===== src/rtl/rcpu_defs.sv =====
// rtl/rcpu_defs.sv - shared register-file widths and writeback requester indices
package rcpu_defs;

    localparam int REG_ADDR_W = 5;
    localparam int REG_DATA_W = 32;
    localparam logic [REG_ADDR_W-1:0] REG_ZERO = 5'd0;

    localparam int WB_ALU  = 0;
    localparam int WB_LOAD = 1;
    localparam int WB_MDU  = 2;

endpackage


===== src/rtl/rr_pick.sv =====
// rtl/rr_pick.sv - combinational round-robin priority picker
module rr_pick #(
    parameter int N_REQ = 3,
    parameter int PTR_W = 3
) (
    input  logic [N_REQ-1:0] req,
    input  logic [PTR_W-1:0] ptr,
    output logic [N_REQ-1:0] gnt,
    output logic [PTR_W-1:0] idx,
    output logic             any
);

    always_comb begin
        int pos;
        pos = 0;
        gnt = '0;
        idx = '0;
        any = 1'b0;
        // Walk from farthest to nearest so the candidate closest to ptr wins.
        for (int k = N_REQ - 1; k >= 0; k--) begin
            pos = int'(ptr) + k;
            if (pos >= N_REQ) begin
                pos = pos - N_REQ;
            end
            if (req[pos]) begin
                gnt      = '0;
                gnt[pos] = 1'b1;
                idx      = PTR_W'(pos);
                any      = 1'b1;
            end
        end
    end

endmodule


===== src/rtl/reg_wb_arbiter.sv =====
// rtl/reg_wb_arbiter.sv - round-robin write-port arbiter for the RCPU register file
module reg_wb_arbiter
    import rcpu_defs::*;
#(
    parameter int N_REQ = 3,
    parameter int PTR_W = 3
) (
    input  logic                          Clk,
    input  logic                          Reset,
    input  logic                          Wb_Enable,
    input  logic [N_REQ-1:0]              Req_Valid,
    input  logic [REG_ADDR_W*N_REQ-1:0]   Req_Addr,
    input  logic [REG_DATA_W*N_REQ-1:0]   Req_Data,
    output logic [N_REQ-1:0]              Req_Ready,
    input  logic [REG_ADDR_W-1:0]         R_Addr_A,
    input  logic [REG_ADDR_W-1:0]         R_Addr_B,
    output logic [REG_ADDR_W-1:0]         W_Addr,
    output logic [REG_DATA_W-1:0]         W_Data,
    output logic                          Write_Reg,
    output logic                          Hazard_A,
    output logic                          Hazard_B,
    output logic [15:0]                   Drop_Cnt
);

    logic [PTR_W-1:0]      rr_ptr_q, rr_ptr_d;
    logic [REG_ADDR_W-1:0] w_addr_q, w_addr_d;
    logic [REG_DATA_W-1:0] w_data_q, w_data_d;
    logic                  write_reg_q, write_reg_d;
    logic [15:0]           drop_cnt_q, drop_cnt_d;

    logic [N_REQ-1:0]      pick_req;
    logic [N_REQ-1:0]      pick_gnt;
    logic [PTR_W-1:0]      pick_idx;
    logic                  pick_any;
    logic [REG_ADDR_W-1:0] sel_addr;
    logic [REG_DATA_W-1:0] sel_data;

    // Gating with Reset keeps Req_Ready low while reset is held, so no grant leaks out.
    assign pick_req = Req_Valid & {N_REQ{Wb_Enable & ~Reset}};

    rr_pick #(
        .N_REQ (N_REQ),
        .PTR_W (PTR_W)
    ) u_rr_pick (
        .req (pick_req),
        .ptr (rr_ptr_q),
        .gnt (pick_gnt),
        .idx (pick_idx),
        .any (pick_any)
    );

    assign Req_Ready = pick_gnt;

    always_comb begin
        sel_addr = '0;
        sel_data = '0;
        for (int i = 0; i < N_REQ; i++) begin
            if (pick_gnt[i]) begin
                sel_addr = Req_Addr[REG_ADDR_W*i +: REG_ADDR_W];
                sel_data = Req_Data[REG_DATA_W*i +: REG_DATA_W];
            end
        end
    end

    always_comb begin
        rr_ptr_d    = rr_ptr_q;
        w_addr_d    = w_addr_q;
        w_data_d    = w_data_q;
        write_reg_d = 1'b0;
        drop_cnt_d  = drop_cnt_q;
        if (pick_any) begin
            rr_ptr_d    = (pick_idx == PTR_W'(N_REQ - 1)) ? '0 : pick_idx + 1'b1;
            w_addr_d    = sel_addr;
            w_data_d    = sel_data;
            write_reg_d = (sel_addr != REG_ZERO);
            if (sel_addr == REG_ZERO && drop_cnt_q != 16'hFFFF) begin
                drop_cnt_d = drop_cnt_q + 16'd1;
            end
        end
    end

    always_ff @(posedge Clk or posedge Reset) begin
        if (Reset) begin
            rr_ptr_q    <= '0;
            w_addr_q    <= '0;
            w_data_q    <= '0;
            write_reg_q <= 1'b0;
            drop_cnt_q  <= '0;
        end else begin
            rr_ptr_q    <= rr_ptr_d;
            w_addr_q    <= w_addr_d;
            w_data_q    <= w_data_d;
            write_reg_q <= write_reg_d;
            drop_cnt_q  <= drop_cnt_d;
        end
    end

    assign W_Addr    = w_addr_q;
    assign W_Data    = w_data_q;
    assign Write_Reg = write_reg_q;
    assign Drop_Cnt  = drop_cnt_q;
    assign Hazard_A  = write_reg_q & (w_addr_q == R_Addr_A);
    assign Hazard_B  = write_reg_q & (w_addr_q == R_Addr_B);

endmodule


===== config.mk =====
export PLATFORM = sky130hd
export DESIGN_NAME = reg_wb_arbiter
export DESIGN_NICKNAME = d
export VERILOG_FILES = /design/src/rtl/rcpu_defs.sv /design/src/rtl/rr_pick.sv /design/src/rtl/reg_wb_arbiter.sv
export SDC_FILE = /design/constraint.sdc
export NUM_CORES = 1
export LEC_CHECK = 0
export BUFFER_PORTS_ARGS = -buffer_cell sky130_fd_sc_hd__buf_2
export CELL_PAD_IN_SITES_DETAIL_PLACEMENT = 1
export CELL_PAD_IN_SITES_GLOBAL_PLACEMENT = 1
export CORE_MARGIN = 4
export CORE_UTILIZATION = 35
export CTS_CLUSTER_DIAMETER = 80
export DETAILED_ROUTE_END_ITERATION = 8
export GPL_TIMING_DRIVEN = 1
export PLACE_DENSITY_LB_ADDON = 0.25
export SKIP_LAST_GASP = 1
export SYNTH_ARGS = -nofsm -noshare
export SYNTH_HDL_FRONTEND = slang
export SYNTH_SLANG_ARGS = --single-unit

===== constraint.sdc =====
create_clock -name Clk -period 16.1 [get_ports Clk]
set_input_delay 4.025 -clock Clk [delete_from_list [all_inputs] [get_ports Clk]]
set_output_delay 4.025 -clock Clk [all_outputs]
set_load 0.1 [all_outputs]

# == Word level (Yosys, flattened, before mapping) ==
# Index checks and enable logic that the tools add are counted.
# classes
eq_ne,4
magnitude_cmp,9
n_mux,35
n_reduce_logical,7
addsub,7
bitwise,5
# op_table
cell,count
$mux W32,6
$ge A32 B1 Y1 const B,3
$lt A32 B4 Y1 const B,3
$ge A32 B3 Y1 const B,2
$sub A32 B3 Y32 const B,2
$mux W3,7
$add A16 B1 Y16 const B,1
$ne A16 B16 Y1 const B,1
$mux W5,3
$mux W1,13
$eq A5 B5 Y1,2
$bmux W1 S2,3
$demux W1 S2,3
$logic_not A5 Y1,1
$reduce_bool A5 Y1,1
$add A3 B1 Y4 const B,1
$add A3 B2 Y4 const B,1
$logic_and A1 B1 Y1,4
$sub A3 B2 Y4 const B,1
$add A3 B1 Y3 const B,1
$and A1 B1 Y1,3
$and A3 B3 Y3,1
$eq A3 B2 Y1 const B,1
$ge A3 B2 Y1 const B,1
other kinds (2),2
# word_totals
out_inout_bits,59
regBits,57
wordCells,72
inputBits,127

# == Longest topological paths before layout ==
# depth
word_depth,16
ltp_mapped,20
ltp_nobuf,17

# == By module ==
# A second synthesis with hierarchy kept.
# hier_totals
hier_cells,449
area_unflattened_um2,4048.9
# modules_own_cells
module,seq_area_each_um2,cells_each,instances,area_each_um2
reg_wb_arbiter,1426.4,328,1,3265.6
rr_pick,0.0,121,1,783.3

# == Worst setup path before layout ==
# OpenSTA, ideal clock, no wires.
# synth_path
kind,input -> output
startpoint,input port Reset
endpoint,output port Req_Ready[0]
arrival_ns,7.671
required_ns,12.075
slack_ns,4.404
path_buffers,2
stages,7
path_cell_list,inv_1 nand2_1 or4_1 a221oi_2 a2bb2oi_2 buf_4 clkbuf_1
# synth_between
elab_chain_cells,9
# synth_lines
item,line_no,text
from (decl),reg_wb_arbiter.sv:9,"input logic Reset,"
$not A1 Y1 (*),reg_wb_arbiter.sv:39,assign pick_req = Req_Valid & {N_REQ{Wb_Enable & ~Reset}};
$and A1 B1 Y1 (*),reg_wb_arbiter.sv:39,
$and A3 B3 Y3 (*),reg_wb_arbiter.sv:39,
$bmux W1 S2,rr_pick.sv:25,if (req[pos]) begin
$mux W1 (implied by the code) (2 in series),rr_pick.sv:25,
$mux W3 (2 in series),rr_pick.sv:25,
$mux W3 (*),rr_pick.sv:25,
to (decl),reg_wb_arbiter.sv:14,"output logic [N_REQ-1:0] Req_Ready,"
# Every way passes the cells marked *; elsewhere a longest branch is shown, timed or not. The select of a mux whose other input is x is not followed.

# == Final worst setup path ==
# Ends and elaborated chain as after synthesis.

==> reports/qor.yml <==
die_y_um: 110
post_cts_buffers: 0
synth_top_cell_area_share_pct: 39.0
die-width_um: 110
drcViolationCount: 0
grt_pass1_vias: 3920
cp_max_fo: 58
synthFlopType: "dfrtp_1"
nNetsFinal: 704
use_met3_pct: 5.18
grt.met1_usage_pct: 26.3
cts_root_buffer: "clkbuf_8"
final_core_util_pct: 48.2
synthCells: 391
path_class: "in -> out"
timing.rr.start: "rr_ptr_q[0]"
cts.sink_count: 57
drive_gt1_share_pct: 39.7
synth_common_cells: "dfrtp_1, nor2_1, a21oi_1, a222oi_1, nand2_1"
ios: 186
ys_top_cells_by_area: "dfrtp_1, a222oi_1, a21oi_1"
start_kind: "input pin"
crit_top_cell: "buf_2"
routedWlPerCell_um: 18.7
grt_util_met2_pct: 37.2
cp.depth: 8
status: "completed"
grt_max_degree: 68
path_buf_inv: 4
dp_slack_ns: 4.65
antenna_found_initial: 0
htreeDepth: 3
clk_latency_ns: 0.33
ant_nets: 0
rr_worst_depth: 17
yosys_warnings: 0
overflow: 0
async_reset_ff_share_pct: 100
final_hold_viol_count: 0
design.core.area_mm2: 0.0103
slew_headroom_pct: 33.3
drt_iter0_markers: 321
area_growth_pct: 35.4
start_util_pct: 35.6
min_path_cells: 1
rows: 37
fin_ws_ns: 4.70
cts_resized: 0
antennaDiodeCount: 0
firstDrtPassIters: 6
cts_max_path_buffers: 2
place_congestion: 0.840
path_cells: "buf_2 > inv_2 > buf_4 > nand2_1 > or4_1 > a221oi_2 > a2bb2oi_4 > buf_2"
tightest_slew_ns: 0.997
io_buffers: 185
required_ns: 12.07
cts_buffers: 9
synth_most_common_cell: "dfrtp_1"
slowest_delay_ns: 0.78
reg2reg_slack_ns: 10.38
clk_pin_slew_ns: 0.07
cp_slowest_cell: "a2bb2oi_4"
syn-num-nets: 531
ys_ff_latch: 57
min_from: "Drop_Cnt[12]"
syn_area_mm2: 0.00366
ys_seq_area_share_pct: 39.0
maxCapViolCount: 0
fin_crit_sh_pct: 70.8
fin_skew_ns: 0.0130
cp-end-kind: "primary output"
synth_cell_types: 56
grt_pass1_wl_um: 20100
routed_wirelength_um: 13200
busiest_layer: "met2"
dp.final_hpwl_um: 10200
fin_crit_ns: 11.40
cts_tree: "done"
r2r-end: "Drop_Cnt[1]"
finalSetupViolations: 0
synth_edf_count: 0
fp.dieArea_mm2: 0.0122
fin_setup_tns_ns: 0
synth_top_area_cell: "dfrtp_1"
grt_setup_unrepaired: "no"
fmax_mhz: 87.7
drv_slew: 0
holdBufCountCts: 0
avgSynthCellArea_um2: 9.36
hp-class: "reg -> reg"
crit_arrival_ns: 7.37
hold_path_end: "Drop_Cnt[12]"
vias: 3857
critPathTopFamily: "buffers and inverters"
routed_via_density: 5.47
fillerInstances: 1270
grt_usage_pct: 21.3
[layer usage]
| metal | part of all wire [%] | vias to the layer above |
|---|---|---|
| met5 | 0 | - |
| met3 | 5.9 | 11 |
| met4 | 1.1 | 0 |
| met1 | 40 | 1904 |
| li1 | - | 1830 |
| met2 | 53 | 112 |
[area by class of cell]
cell class                      count  area (µm²)  share of cell area, %
Clock buffer                       12         155                   3.13
Clock inverter                      4        98.8                   1.99
Inverter                            8        30.0                  0.606
Multi-Input combinational cell    298        2110                   42.6
Sequential cell                    57        1430                   28.8
Tap cell                          136         170                   3.43
Timing Repair Buffer              190         963                   19.4
[registers in the layout (all words and copies together), names as in the netlist]
register and count:
rr_ptr_q 3, Drop_Cnt 16, W_Addr 5, W_Data 32, Write_Reg 1
[layout by cell type, fill, tap and decap left out, types with 4 or more instances in the layout]
master,Yosys,layout
xnor2_1,17,17
nor2b_1,5,5
nor2_1,44,44
inv_1,7,6
a21oi_1,42,42
o21ai_0,5,5
clkbuf_8,0,11
and3_1,7,7
a222oi_1,35,35
mux2_2,4,4
ha_1,13,13
and4_1,4,4
buf_4,1,5
dfrtp_1,57,57
nand3_1,11,11
nand2_1,31,31
nand4_1,12,12
and2_1,4,4
xor2_1,8,8
buf_2,5,185
nand2b_1,6,6
mux2i_1,6,6
[kinds of logic after synthesis]
kind of cell / synth area share (%)
AO/OA/AOI/OAI: 23.2
XOR/XNOR: 5.98
flip-flops: 39.0
AND/OR/NAND/NOR: 18.6
adder cells (fa/ha/maj): 4.44
buffers and inverters: 4.37
multiplexers: 4.51
[how the worst max path moves through the flow]
| stage | from | to | slack, ns |
|---|---|---|---|
| 2_1_floorplan | Reset | Req_Ready[0] | 4.40 |
| 3_3_place_gp | Reset | Req_Ready[0] | 4.76 |
| 3_5_place_dp | Reset | Req_Ready[0] | 4.65 |
| 4_1_cts | Reset | Req_Ready[0] | 4.65 |
| 5_1_grt | Reset | Req_Ready[0] | 4.42 |
| 6_report | Reset | Req_Ready[0] | 4.70 |
[metrics by stage]
stage,area (µm²),hold WS (ns),std cells
2_1_floorplan,3660,0.525,391
3_3_place_gp,4700,0.477,689
3_5_place_dp,4700,0.481,689
4_1_cts,4960,0.500,705
5_1_grt,4960,0.524,705
6_report,4960,0.495,705
Power is left out: the tool's default activity adds up to more than one toggle a clock period on the data nets, which glitch-free logic cannot reach.
